$ cat config.mk
export PLATFORM = sky130hd
export DESIGN_NAME = mem_arbiter
export DESIGN_NICKNAME = d
export VERILOG_FILES = /design/src/rtl/mem_arbiter.sv
export SDC_FILE = /design/constraint.sdc
export NUM_CORES = 1
export LEC_CHECK = 0
export CAP_MARGIN = 15
export CORE_AREA = 2 2 331 333
export DETAILED_ROUTE_END_ITERATION = 8
export DIE_AREA = 0 0 333 335
export HOLD_SLACK_MARGIN = 0.1
export PLACE_DENSITY = 0.44
export SETUP_SLACK_MARGIN = 0.4
export SYNTH_ARGS = -nofsm -noshare
export SYNTH_HDL_FRONTEND = slang
export SYNTH_SLANG_ARGS = --single-unit
$ cat constraint.sdc
create_clock -name clk -period 2.55 [get_ports clk]
set_input_delay 0.51 -clock clk [delete_from_list [all_inputs] [get_ports clk]]
set_output_delay 0.51 -clock clk [all_outputs]
set_load 0.01 [all_outputs]
$ cat src/rtl/mem_arbiter.sv
// Round-robin arbiter sharing one block memory between the I-side and D-side caches.
// One transaction in flight; the winning request is captured at grant and replayed to memory.
//
// state | meaning
// IDLE  | no transaction in flight; grant a requesting client
// BUSY  | captured request driven to memory until mem_ready
module mem_arbiter #(
  parameter int ADDR_W = 28,
  parameter int DATA_W = 128
) (
  input  logic              clk,
  input  logic              rst,
  input  logic              i_read,
  input  logic              i_write,
  input  logic [ADDR_W-1:0] i_addr,
  input  logic [DATA_W-1:0] i_wdata,
  output logic [DATA_W-1:0] i_rdata,
  output logic              i_ready,
  input  logic              d_read,
  input  logic              d_write,
  input  logic [ADDR_W-1:0] d_addr,
  input  logic [DATA_W-1:0] d_wdata,
  output logic [DATA_W-1:0] d_rdata,
  output logic              d_ready,
  output logic              mem_read,
  output logic              mem_write,
  output logic [ADDR_W-1:0] mem_addr,
  output logic [DATA_W-1:0] mem_wdata,
  input  logic [DATA_W-1:0] mem_rdata,
  input  logic              mem_ready
);

  typedef enum logic {S_IDLE, S_BUSY} state_t;

  localparam logic GNT_I = 1'b0;
  localparam logic GNT_D = 1'b1;

  state_t              r_state;
  state_t              w_state_nxt;
  logic                r_last_grant;
  logic                r_owner;
  logic                r_op_wr;
  logic [ADDR_W-1:0]   r_addr;
  logic [DATA_W-1:0]   r_wdata;

  logic w_i_req;
  logic w_d_req;
  logic w_grant;
  logic w_grant_d;

  assign w_i_req   = i_read | i_write;
  assign w_d_req   = d_read | d_write;
  assign w_grant   = (r_state == S_IDLE) & (w_i_req | w_d_req);
  // On a tie the client that did not win last time goes first.
  assign w_grant_d = w_d_req & (~w_i_req | (r_last_grant == GNT_I));

  always_ff @(posedge clk) begin
    if (rst) begin
      r_state      <= S_IDLE;
      r_last_grant <= GNT_D;
      r_owner      <= GNT_I;
      r_op_wr      <= 1'b0;
      r_addr       <= '0;
      r_wdata      <= '0;
    end else begin
      r_state <= w_state_nxt;
      if (w_grant) begin
        r_owner      <= w_grant_d;
        r_last_grant <= w_grant_d;
        // read+write together from a client is treated as a write
        r_op_wr      <= w_grant_d ? d_write : i_write;
        r_addr       <= w_grant_d ? d_addr  : i_addr;
        r_wdata      <= w_grant_d ? d_wdata : i_wdata;
      end
    end
  end

  always_comb begin
    w_state_nxt = r_state;
    case (r_state)
      S_IDLE:  if (w_grant)   w_state_nxt = S_BUSY;
      S_BUSY:  if (mem_ready) w_state_nxt = S_IDLE;
      default: w_state_nxt = S_IDLE;
    endcase
  end

  always_comb begin
    mem_read  = 1'b0;
    mem_write = 1'b0;
    i_ready   = 1'b0;
    d_ready   = 1'b0;
    mem_addr  = r_addr;
    mem_wdata = r_wdata;
    if (r_state == S_BUSY) begin
      mem_read  = ~r_op_wr & ~mem_ready;
      mem_write =  r_op_wr & ~mem_ready;
      i_ready   = mem_ready & (r_owner == GNT_I);
      d_ready   = mem_ready & (r_owner == GNT_D);
    end
  end

  assign i_rdata = mem_rdata;
  assign d_rdata = mem_rdata;

endmodule

==> results.toml, run 1 <==
[global_route]
gr-total-overflow = 0
grt_util_all_layers = 0.102
antenna_found_initial = 4
grt_pass1_wl_um = 79300
grt_pass1_vias = 9748
grt_max_degree = 73

[power]
swShare = 0.350
p_leak_nw = 4.97
p_comb_frac = 0.328
power.density_nw_per_um2 = 544
power_w = 0.00854
pwr-share-clk = 0.322
intPower_w = 0.00555
seqPwrFrac = 0.350
ir_drop_uv = 520
netSwitchingPower_w = 0.00299

[place]
pre_cts_ws_ns = -0.0235
place_inst = 2767
port_buffers = 478
place.gp.congestion = 0.738
dpl.hpwl_um = 45600

[detailed_routing]
dr_wl_met3_um = 7670
antenna_left = 0
drc = 0
routed_wl_um = 58900
vias_per_cell = 3.55
drt_iter0_drc = 449
dr_total_vias = 9946
drtPass1Iterations = 5
drt-met1-wl_um = 24700
top_layer = "met5"
dr_wl_met2_um = 24800
wire_per_inst_um = 21.0

[cts]
cts.clk_slew.worst_paths_ns = 0.08
cts_made_buffers = 17
cts_max_level = 4
clock_latency_ns = 0.51
clk_path_buf_depth = 2
ctsRootBufferMaster = "clkbuf_16"
cts_hold_buf = 0
cts_sinks = 160
tritoncts = "yes"

[worst_setup_path]
worstPathBufferInverterCount = 1
cp.arrival_ns = 1.57
path_class = "reg -> out"
crit_path_start = "mem_wdata[98]$_SDFFE_PP0P_"
critical_path.max_stage_delay_ns = 0.68
required_ns = 2.04
cp_top_family = "buffers and inverters"
worstPathCellList = "clkdlybuf4s50_1"
critical_path.max_fanout = 2
r2r-start = "r_last_grant$_SDFFE_PP1P_"
start_kind = "flip-flop"
worstSetupEndpointType = "primary output"
slowest_stage = "clkdlybuf4s50_1"

[layout]
fin_cells = 2804
area_growth_pct = 53.2
multi_input_area_um2 = 4530
drive_gt1_frac = 0.113
num-fill-cells = 12311
final_util = 0.145
seq_area_um2 = 3210
final_nets = 1820

[logic_synthesis]
yosysSeqAreaShare = 0.312
yosysWarnings = 0
postSynthNetCount = 1651
yosysUniqueCellTypes = 27
syn_inst = 1204
ys_ff_latch = 160
syn_area_um2 = 10300
avgSynthCellArea_um2 = 8.52

[timing]
rsz0062_at_grt = "no"
tightest_slew_ns = 0.655
fmax_mhz = 481
slew_viol_final = 0
relSlewSlack = 0.565
post-route-min-period_ns = 2.08
whs_ns = 0.408
finalSetupViolations = 0
finClkSkew_ns = 0.0271
layout_setup_ws_ns = 0.469
period_share = 0.816
hold_violations = 0

[worst_hold_path]
hold_class = "in -> reg"
hold_start = "mem_ready"

[floorplan]
rows = 121
ioPinCount = 863
dieHeight_um = 335
die_w_um = 333
coreArea_um2 = 108000
initial_core_util = 0.0949
die_area_um2 = 112000

[job]
max-cap-violations = 0

[run_status]
status = "finished clean"
==> final timing paths <==
check / endpoint / slack, ns / cells past startpoint
max: mem_wdata[98] / 0.47 / 1
min: r_state$_SDFF_PP0_ / 0.41 / 3
max reg2reg: mem_wdata[99]$_SDFFE_PP0P_ / 0.53 / 4
min reg2reg: mem_wdata[115]$_SDFFE_PP0P_ / 0.52 / 2
==> routing by layer <==
metal	track usage	vias to the layer above
li1	-	4569
met1	0.121	4677
met2	0.145	584
met3	0.0618	110
met4	0.0395	6
met5	0.00564	-
==> cells by family (layout without fill, tap and decap cells) <==
group | count (synthesis) | count (layout) | synth area share
buffers and inverters | 397 | 579 | 0.250
other | 0 | 4 | 0
and+or+nand+nor | 169 | 169 | 0.120
AOI/OAI and AO/OA | 478 | 478 | 0.317
DFF | 160 | 160 | 0.312
==> timing repair <==
action,in CTS,in global routing
setup buffers,1,0
endpoints found under the setup margin,19,6
resized for setup,25,9
==> placed cells by master, fill, tap and decap left out, types with 2 or more instances in the layout <==
cell type,n
a311oi_1,116
inv_8,3
clkinv_4,3
inv_6,5
buf_4,41
clkdlybuf4s50_1,455
dlymetal6s2s_1,3
nand2_1,2
a311oi_2,40
clkinvlp_4,3
dfxtp_1,157
o21ai_0,157
nor2_1,3
dlygate4sd2_1,13
buf_12,28
a21boi_0,2
nand3b_1,156
dfxtp_4,2
diode_2,4
clkbuf_16,17
clkbuf_2,3
a21oi_1,157
clkbuf_8,2
==> layout make-up <==
type | instances | share of cell area
diodes | 4 | 0.000637
clock buffers | 19 | 0.0288
clock inverters | 13 | 0.00749
inverters | 2 | 0.000796
multi-input cells | 647 | 0.288
flip-flops and latches | 160 | 0.204
well taps | 1414 | 0.113
repair buffers | 545 | 0.357
==> flip-flops by register name (all words and copies together) (netlist names) <==
name          count
mem_wdata       128
r_owner           1
r_op_wr           1
mem_addr         28
r_last_grant      1
r_state           1
==> power by group through the flow <==
stage	Combinational [W]	Sequential, W	Clock (W)
after floorplan	0.00140	0.00311	0
after global placement	0.00288	0.00304	0
after detailed placement	0.00288	0.00305	0
after CTS	0.00287	0.00299	0.00292
after global routing	0.00303	0.00302	0.00298
final	0.00280	0.00299	0.00275
==> per-stage QoR <==
step,instance area [um^2],setup TNS (ns)
floorplan,10300,0
global placement,15100,-0.00675
detailed placement,15100,-0.0532
CTS,15700,0
global route,15700,0
finish,15700,0
==> synthesized netlist by cell type <==
cell        n  area share
buf_4     256        0.19
a31oi_1     1     0.00061
buf_2       1     0.00049
or4_1       1     0.00073
clkbuf_1  120       0.044
a311oi_2   40       0.059
and2_1      1     0.00061
a311oi_1  116       0.099
dfxtp_1   160        0.31
o21ba_2     1     0.00098
a21oi_1   157       0.077
a211o_1     1     0.00085
inv_1       1     0.00037
a21boi_0    2      0.0015
buf_1       3      0.0011
nand3b_1  156        0.11
nor3_1      1     0.00049
clkinv_1    1     0.00037
buf_6      15       0.016
o211a_1     1     0.00098
nand2_1     2     0.00073
nor2_1      5      0.0018
and3_1      1     0.00061
o21a_1      1     0.00073
nor2b_1     1     0.00061
nand2b_1    1     0.00061
o21ai_0   158       0.077
No activity file was read; power rests on OpenSTA's default activity.
==> run 2: changes to the inputs <==
--- a/config.mk
+++ b/config.mk
@@ -6,9 +6,9 @@
 export NUM_CORES = 1
 export LEC_CHECK = 0
 export CAP_MARGIN = 15
-export CORE_AREA = 2 2 331 333
+export CORE_AREA = 2 2 337 339
 export DETAILED_ROUTE_END_ITERATION = 8
-export DIE_AREA = 0 0 333 335
+export DIE_AREA = 0 0 339 341
 export HOLD_SLACK_MARGIN = 0.1
 export PLACE_DENSITY = 0.44
 export SETUP_SLACK_MARGIN = 0.4
==> constraint.sdc (replaced) <==
create_clock -name clk -period 1.85 [get_ports clk]
set_input_delay 0.37 -clock clk [delete_from_list [all_inputs] [get_ports clk]]
set_output_delay 0.37 -clock clk [all_outputs]
set_load 0.01 [all_outputs]
==> results.toml, run 2 (synthesis results as in run 1) <==
[run_status]
status = "finished clean"

[job]
max-cap-violations = 0

[power]
p_leak_nw = 6.23
seqPwrFrac = 0.311
ir_drop_uv = 789
pwr-share-clk = 0.320
p_comb_frac = 0.369
netSwitchingPower_w = 0.00453
intPower_w = 0.00894
power_w = 0.0135
swShare = 0.337
power.density_nw_per_um2 = 745

[cts]
cts.clk_slew.worst_paths_ns = 0.07
cts_made_buffers = 17
clk_path_buf_depth = 2
cts_max_level = 4
ctsRootBufferMaster = "clkbuf_16"
cts_sinks = 160
clock_latency_ns = 0.53
tritoncts = "yes"

[worst_setup_path]
critical_path.max_fanout = 8
reg2regPathDepth = 7
reg2reg_to = "mem_wdata[57]$_SDFFE_PP0P_"
r2r-start = "r_state$_SDFF_PP0_"
start_kind = "flip-flop"
required_ns = 2.28
cp.arrival_ns = 2.01
path_class = "reg -> reg"
reg2reg_slack_ns = 0.27
worstSetupEndpointType = "flip-flop"

[global_route]
grt_util_all_layers = 0.105
grt_pass1_wl_um = 84900
grt_max_degree = 145
antenna_found_initial = 4
grt_pass1_vias = 10498
gr-total-overflow = 0

[detailed_routing]
drt_iter0_drc = 540
drtPass1Iterations = 4
wire_per_inst_um = 22.3
dr_total_vias = 10579
routed_wl_um = 66800
drc = 0
vias_per_cell = 3.54
antenna_left = 0

[floorplan]
die_area_um2 = 116000
coreArea_um2 = 112000
rows = 123
ioPinCount = 863
initial_core_util = 0.0916
dieHeight_um = 341
die_w_um = 339

[layout]
final_util = 0.162
largest_reg_flops = 128
num-fill-cells = 12689
final_nets = 1920
drive_gt1_frac = 0.424
most-common-layout-cells = "clkdlybuf4s50_1, nand3b_1, a21oi_1, dfxtp_2, a311oi_2"
area_growth_pct = 76.3
final_common_cell = "clkdlybuf4s50_1"
fin_cells = 2988

[timing]
post-route-min-period_ns = 1.58
hold_violations = 0
rsz0062_at_grt = "yes"
fmax_mhz = 632
finalSetupViolations = 0
period_share = 0.855
tightest_slew_ns = 0.636
slew_viol_final = 0
relSlewSlack = 0.576
finClkSkew_ns = 0.0136

[worst_hold_path]
hold_class = "in -> reg"
hold_start = "d_write"
holdPathEnd = "r_op_wr$_SDFFE_PP0P_"
holdPathStages = 5

[place]
dpl.hpwl_um = 44500
port_buffers = 478
place.gp.congestion = 0.784
place_inst = 2879
==> run 2: changes by cell type in the layout (fill, tap and decap cells not counted), moves of 34 or more <==
cell,before,now
o21ai_1,0,34
dfxtp_2,1,99
buf_4,41,75
dfxtp_1,157,43
buf_6,1,77
clkdlybuf4s50_1,455,312
a311oi_1,116,62
a311oi_2,40,94
buf_2,0,86
o21ai_0,157,92
==> run 2: worst max-delay path by stage <==
stage	start	end	slack, ns
after CTS	r_state$_SDFF_PP0_	d_ready	0.13
after global placement	d_read	mem_wdata[40]$_SDFFE_PP0P_	-0.45
after global routing	r_state$_SDFF_PP0_	mem_write	0.16
final	r_state$_SDFF_PP0_	mem_wdata[57]$_SDFFE_PP0P_	0.27
after floorplan	d_read	mem_wdata[61]$_SDFFE_PP0P_	0.05
after detailed placement	d_read	mem_wdata[54]$_SDFFE_PP0P_	-0.49
==> run 2: worst max-delay path, cell delays in order, from the launching register on <==
cell and delay, ns:
dfxtp_4 0.38, buf_4 0.17, inv_12 0.05, and2_4 0.17, buf_12 0.15, buf_8 0.14
buf_16 0.14, a311oi_2 0.26
==> run 2: stage by stage <==
step,area (um^2),setup WS (ns),hold slack [ns],TNS (ns)
2_1_floorplan,10300,0.0503,0.493,0
5_1_grt,18100,0.163,0.352,0
3_5_place_dp,15400,-0.486,0.508,-63.06
3_3_place_gp,15400,-0.450,0.502,-58.64
4_1_cts,16800,0.135,0.338,0
6_report,18100,0.269,0.388,0
==> run 2: power by group through the flow <==
stage	clock network, W	logic [W]	registers, W
after floorplan	0	0.00195	0.00429
after global placement	0	0.00396	0.00418
after detailed placement	0	0.00395	0.00418
after CTS	0.00452	0.00440	0.00418
after global routing	0.00459	0.00530	0.00424
final	0.00431	0.00497	0.00419
==> run 2: timing repair <==
item,CTS,global route
endpoints found under the hold margin,2,0
setup buffers,27,15
hold buffers,1,0
endpoints found under the setup margin,319,188
gates resized for setup,882,257
gates cloned,15,17
pin swaps,3,64
==> run 2: cell type report <==
class                           instances  area [um^2]  share of cell area
Sequential cell                       160         3390               0.188
Tap cell                             1500         1880               0.104
Clock buffer                           20          447              0.0247
Multi-Input combinational cell        648         5150               0.285
Timing Repair Buffer                  644         6980               0.386
Inverter                                2         20.0             0.00111
Antenna cell                            2         5.00            0.000277
Clock inverter                         12          205              0.0114
==> run 2: routing by layer <==
layer,up-vias,track usage,wire (um)
met1,5081,0.122,27900
met5,-,0.0123,218
li1,4775,-,-
met4,6,0.0504,2570
met3,144,0.0560,6880
met2,573,0.157,29200
